<file path="src/rtl/wb_regfile_if.sv">
// Writeback bus bundle: MEM/WB inputs, ID read ports and
// EX forwarding selects, shared by the WB stage and its driver.
interface wb_regfile_if #(
  parameter int DATA_W = 32,
  parameter int ADDR_W = 5
);
  logic [1:0]        wb_ctrl;
  logic [DATA_W-1:0] mem_dout;
  logic [DATA_W-1:0] alu_out;
  logic [ADDR_W-1:0] rd_wb;
  logic [ADDR_W-1:0] ra_addr;
  logic [ADDR_W-1:0] rb_addr;
  logic [DATA_W-1:0] ra_data;
  logic [DATA_W-1:0] rb_data;
  logic [DATA_W-1:0] wb_data;
  logic              exm_regwrite;
  logic [ADDR_W-1:0] exm_rd;
  logic [ADDR_W-1:0] idex_rs;
  logic [ADDR_W-1:0] idex_rt;
  logic [1:0]        fwd_a;
  logic [1:0]        fwd_b;

  modport master (
    output wb_ctrl, mem_dout, alu_out, rd_wb,
    output ra_addr, rb_addr,
    output exm_regwrite, exm_rd, idex_rs, idex_rt,
    input  ra_data, rb_data, wb_data, fwd_a, fwd_b
  );

  modport slave (
    input  wb_ctrl, mem_dout, alu_out, rd_wb,
    input  ra_addr, rb_addr,
    input  exm_regwrite, exm_rd, idex_rs, idex_rt,
    output ra_data, rb_data, wb_data, fwd_a, fwd_b
  );
endinterface

</file>
<file path="src/rtl/wb_regfile.sv">
// Writeback stage: result mux, 32-entry register file with
// write-through read ports, and EX operand forwarding selects.
module wb_regfile #(
  parameter int DATA_W = 32,
  parameter int ADDR_W = 5
) (
  input logic         clk,
  input logic         reset,
  wb_regfile_if.slave bus
);
  localparam int N = 2 ** ADDR_W;

  logic [DATA_W-1:0] r_mem [N];
  logic [DATA_W-1:0] w_wb_data;
  logic [DATA_W-1:0] w_ra_data;
  logic [DATA_W-1:0] w_rb_data;
  logic              w_wb_valid;
  logic              w_exm_valid;
  logic              w_we;
  logic [1:0]        w_fwd_a;
  logic [1:0]        w_fwd_b;

  assign w_wb_data = bus.wb_ctrl[0] ? bus.mem_dout
                                    : bus.alu_out;
  assign w_wb_valid  = bus.wb_ctrl[1] & (bus.rd_wb != '0);
  assign w_exm_valid = bus.exm_regwrite
                     & (bus.exm_rd != '0);
  assign w_we = w_wb_valid & ~reset;

  always_ff @(posedge clk) begin
    if (reset) begin
      for (int i = 0; i < N; i++) r_mem[i] <= '0;
    end else if (w_we) begin
      r_mem[bus.rd_wb] <= w_wb_data;
    end
  end

  // Reg 0 reads zero even though its storage is never written
  always_comb begin
    w_ra_data = r_mem[bus.ra_addr];
    if (reset || bus.ra_addr == '0)
      w_ra_data = '0;
    else if (w_we && bus.ra_addr == bus.rd_wb)
      w_ra_data = w_wb_data;
  end

  always_comb begin
    w_rb_data = r_mem[bus.rb_addr];
    if (reset || bus.rb_addr == '0)
      w_rb_data = '0;
    else if (w_we && bus.rb_addr == bus.rd_wb)
      w_rb_data = w_wb_data;
  end

  // EX/MEM checked first: it holds the newer value
  always_comb begin
    w_fwd_a = 2'b00;
    if (!reset) begin
      if (w_exm_valid && bus.exm_rd == bus.idex_rs)
        w_fwd_a = 2'b10;
      else if (w_wb_valid && bus.rd_wb == bus.idex_rs)
        w_fwd_a = 2'b01;
    end
  end

  always_comb begin
    w_fwd_b = 2'b00;
    if (!reset) begin
      if (w_exm_valid && bus.exm_rd == bus.idex_rt)
        w_fwd_b = 2'b10;
      else if (w_wb_valid && bus.rd_wb == bus.idex_rt)
        w_fwd_b = 2'b01;
    end
  end

  assign bus.wb_data = w_wb_data;
  assign bus.ra_data = w_ra_data;
  assign bus.rb_data = w_rb_data;
  assign bus.fwd_a   = w_fwd_a;
  assign bus.fwd_b   = w_fwd_b;
endmodule

</file>
<file path="src/flat_wrapper.sv">
// flat-port wrapper written by rule: the top's interface ports become plain ports
module wb_regfile_flat 
#(
  parameter int DATA_W = 32,
  parameter int ADDR_W = 5
)
  (clk, reset, bus_wb_ctrl, bus_mem_dout, bus_alu_out, bus_rd_wb, bus_ra_addr, bus_rb_addr, bus_exm_regwrite, bus_exm_rd, bus_idex_rs, bus_idex_rt, bus_ra_data, bus_rb_data, bus_wb_data, bus_fwd_a, bus_fwd_b);
  wb_regfile_if #(.DATA_W(DATA_W), .ADDR_W(ADDR_W)) bus_i ();
  input logic clk;
  input logic reset;
  input wire logic [$bits(bus_i.wb_ctrl)-1:0] bus_wb_ctrl;
  input wire logic [$bits(bus_i.mem_dout)-1:0] bus_mem_dout;
  input wire logic [$bits(bus_i.alu_out)-1:0] bus_alu_out;
  input wire logic [$bits(bus_i.rd_wb)-1:0] bus_rd_wb;
  input wire logic [$bits(bus_i.ra_addr)-1:0] bus_ra_addr;
  input wire logic [$bits(bus_i.rb_addr)-1:0] bus_rb_addr;
  input wire logic [$bits(bus_i.exm_regwrite)-1:0] bus_exm_regwrite;
  input wire logic [$bits(bus_i.exm_rd)-1:0] bus_exm_rd;
  input wire logic [$bits(bus_i.idex_rs)-1:0] bus_idex_rs;
  input wire logic [$bits(bus_i.idex_rt)-1:0] bus_idex_rt;
  output wire logic [$bits(bus_i.ra_data)-1:0] bus_ra_data;
  output wire logic [$bits(bus_i.rb_data)-1:0] bus_rb_data;
  output wire logic [$bits(bus_i.wb_data)-1:0] bus_wb_data;
  output wire logic [$bits(bus_i.fwd_a)-1:0] bus_fwd_a;
  output wire logic [$bits(bus_i.fwd_b)-1:0] bus_fwd_b;
  assign bus_i.wb_ctrl = bus_wb_ctrl;
  assign bus_i.mem_dout = bus_mem_dout;
  assign bus_i.alu_out = bus_alu_out;
  assign bus_i.rd_wb = bus_rd_wb;
  assign bus_i.ra_addr = bus_ra_addr;
  assign bus_i.rb_addr = bus_rb_addr;
  assign bus_i.exm_regwrite = bus_exm_regwrite;
  assign bus_i.exm_rd = bus_exm_rd;
  assign bus_i.idex_rs = bus_idex_rs;
  assign bus_i.idex_rt = bus_idex_rt;
  assign bus_ra_data = bus_i.ra_data;
  assign bus_rb_data = bus_i.rb_data;
  assign bus_wb_data = bus_i.wb_data;
  assign bus_fwd_a = bus_i.fwd_a;
  assign bus_fwd_b = bus_i.fwd_b;
  wb_regfile #(.DATA_W(DATA_W), .ADDR_W(ADDR_W)) u_core (.clk(clk), .reset(reset), .bus(bus_i));
endmodule
</file>
<file path="config.mk">
export PLATFORM = sky130hd
export DESIGN_NAME = wb_regfile_flat
export DESIGN_NICKNAME = d
export VERILOG_FILES = /design/src/rtl/wb_regfile_if.sv /design/src/rtl/wb_regfile.sv /design/src/flat_wrapper.sv
export SDC_FILE = /design/constraint.sdc
export NUM_CORES = 2
export LEC_CHECK = 0
export CORE_UTILIZATION = 62
export DETAILED_ROUTE_END_ITERATION = 10
export PLACE_DENSITY = 0.81
export SYNTH_ARGS = -nofsm -noshare
export SYNTH_HDL_FRONTEND = slang
export SYNTH_SLANG_ARGS = --single-unit
</file>
<file path="constraint.sdc">
create_clock -name clk -period 3.6 [get_ports clk]
set_input_delay 0.54 -clock clk [delete_from_list [all_inputs] [get_ports clk]]
set_output_delay 0.54 -clock clk [all_outputs]
set_load 0.01 [all_outputs]
</file>
==> results.toml <==
[synth]
synth.distinct_cells = 39
syn_avg_cell_area_sq_um = 13.52
netlist_area_sq_um = 53730
yosys.area_share.xor_xnor = 0.004891
synth_edf_count = 1024
synth_fa_ha_area_frac = 0
synth_compound_area_frac = 0.08107
synthCells = 3974
synthArstFlopShare = 0
synth_top_family_by_area = "multiplexers"
synthSimpleGateAreaFrac = 0.08486
synth_mux_area_frac = 0.2191
ys_ff_latch = 1024
synthFlopType = "edfxtp_1"
yosysWarnings = 0
ys_seq_area_frac = 0.5723

[grt]
first_global_vias = 41630
grt_max_degree = 60
grt_pass1_wl_microns = 275000
gr-total-overflow = 0
grt_usage = 0.4460
grt_antenna_before_repair = 7

[floorplan]
die_height_microns = 296.4
die_x_microns = 296.4
std_cell_rows = 107
pin_count = 199
core_area_sq_um = 85550
start_util = 0.6280
die_area_sq_um = 87840

[power]
switching_share = 0.2619
pwr-share-clk = 0.375
combPwrFrac = 0.154
seqPwrFrac = 0.471
power_density_nw_per_um2 = 473.9
intPower_mw = 22.17
p_sw_mw = 7.866
ir_drop_mv = 0.6537
p_total_mw = 30.03
power.leakage_nw = 23.56

[clock_network]
cts_max_level = 3
clkSlewWorstSetupHoldPaths_ps = 60
cts.sinks = 1024
postCtsHoldBufs = 0
cts_inserted_buffers = 105
cts-root-buf = "clkbuf_16"
cts_tree = "yes"
clock_path_buffers = 3

[setup_path]
path_class = "in2out"
crit_path_start_kind = "input port"
path_cells = "buf_4 > buf_4 > nor2b_4 > buf_4 > a22oi_1 > nand2_1 > a221o_1 > clkdlybuf4s50_1"
worst_ep_required_time_ps = 3060
slowest_stage = "nor2b_4"
critPathBufInv = 4
end_kind = "output port"
cp_slowest_stage_delay_ps = 860
crit_start = "bus_rb_addr[2]"
crit_family = "buffers and inverters"
arrival_ps = 3270
crit_top_cell = "buf_4"
cp_max_fo = 15

[timing]
maxSlewHeadroom = 0.2257
worst_slack_ps = -205.1
hold_violations = 0
hold-worst-slack_ps = 408.8
drv_slew = 0
rsz0062_at_grt = "yes"
fmax_ghz = 0.2628
post-route-period-util = 1.057
setup_viol = 33
tightest_slew_ps = 1159
finalCriticalPeriod_ps = 3805

[finish]
area_growth_pct = 17.97
final_common_cell = "edfxtp_1"
nFillCells = 4992
regMostFlops = "u_core.r_mem"
final_cell_mix = "edfxtp_1 (1024), nor2_1 (999), mux4_2 (352), mux2i_1 (352), buf_4 (288)"
stdcell_count = 5495
fin_nets = 4360
largest_register_ffs = 1024
top_regs = "u_core.r_mem x1024"
drive_gt1_frac = 0.2345

[job]
drv_cap = 0

[detailed_routing]
vias = 41970
wl_per_cell_microns = 35.52
drt_first_iter_violations = 8097
wl_microns = 195200
drc = 0
vias_per_cell = 7.638
ant_nets = 0
drt_pass1_iterations = 8

[placement]
gp_congestion = 0.9882
dpl.hpwl_microns = 116200
portBuffers = 198
dp_cells = 5290

[status]
status = "complete, but fails checks"
violations = "setup timing"

[worst_hold_path]
hp-class = "in2reg"
hp-start = "reset"
## final timing paths
check            endpoint  slack (ps)  cells past startpoint
min    u_core.r_mem[0][2]         410                      2
max       bus_rb_data[26]        -210                      8
## synthesized netlist by cell type, types with 8 or more instances
| cell type | instances | area [sq um] |
|---|---|---|
| a221oi_1 | 140 | 1226 |
| edfxtp_1 | 1024 | 30750 |
| clkbuf_1 | 288 | 1081 |
| xor2_1 | 8 | 70.07 |
| o21bai_1 | 64 | 480.5 |
| buf_4 | 19 | 142.6 |
| a211oi_1 | 32 | 240.2 |
| buf_1 | 20 | 75.07 |
| nor2b_1 | 37 | 231.5 |
| buf_6 | 15 | 168.9 |
| mux4_2 | 352 | 7928 |
| a221o_1 | 64 | 640.6 |
| mux2i_1 | 384 | 3844 |
| a21oi_1 | 96 | 480.5 |
| nand2_1 | 104 | 390.4 |
| buf_2 | 85 | 425.4 |
| o21ai_0 | 32 | 160.2 |
| xnor2_1 | 22 | 192.7 |
| nor3_1 | 9 | 45.04 |
| nor2_1 | 1000 | 3754 |
| a221oi_2 | 20 | 300.3 |
| inv_1 | 34 | 127.6 |
| a22oi_1 | 96 | 720.7 |
## layer usage
metal	up-vias	GRT usage	wire [microns]
met4	10	0.3368	17780
met1	19870	0.5323	57210
met3	1288	0.1757	35940
met2	4966	0.6552	84100
li1	15840	-	-
met5	-	0	183
## timing repair
action                     CTS  global route
buffers inserted             3             5
pin swaps                    2             3
setup endpoints to repair   65            58
gates resized for setup     43            48
## logic make-up (layout without fill, tap and decap cells)
group,count (synthesis),count (layout)
buffers and inverters,462,807
muxes,736,736
AOI/OAI and AO/OA,550,550
other,1,33
DFF,1024,1024
xor gates and xnor gates,30,30
and+or+nand+nor,1171,1171
## area by class of cell
class                      count  area, sq um  share of cell area
inverter                      35        131.4            0.002073
sequential                  1024        30750              0.4852
antenna                        1        2.502          0.00003948
clock buffer                 125         2745             0.04331
timing repair buffer         576         5986             0.09444
tap                         1144         1431             0.02258
clock inverter                71        764.5             0.01206
multi-input combinational   2519        21570              0.3403
## power by group through the flow
stage | Combinational, mW | Sequential, mW | Clock [mW]
CTS | 4.41 | 14.1 | 11.2
floorplan | 2.45 | 14.2 | 0
global route | 4.69 | 14.2 | 11.6
global placement | 4.29 | 14.3 | 0
finish | 4.62 | 14.1 | 11.3
detailed placement | 4.34 | 14.3 | 0
## stage by stage
stage	setup TNS, ps	setup WS (ps)	instance area [sq um]	utilization
2_1_floorplan	0	819.2	53840	-
3_3_place_gp	-10320	-484.6	59510	0.6956
3_5_place_dp	-11980	-500.0	59510	0.6956
4_1_cts	-5424	-200.9	63180	0.7385
5_1_grt	-5152	-204.4	63380	0.7408
6_report	-4226	-205.1	63380	0.7409
Power figures use the tool's default switching activity.
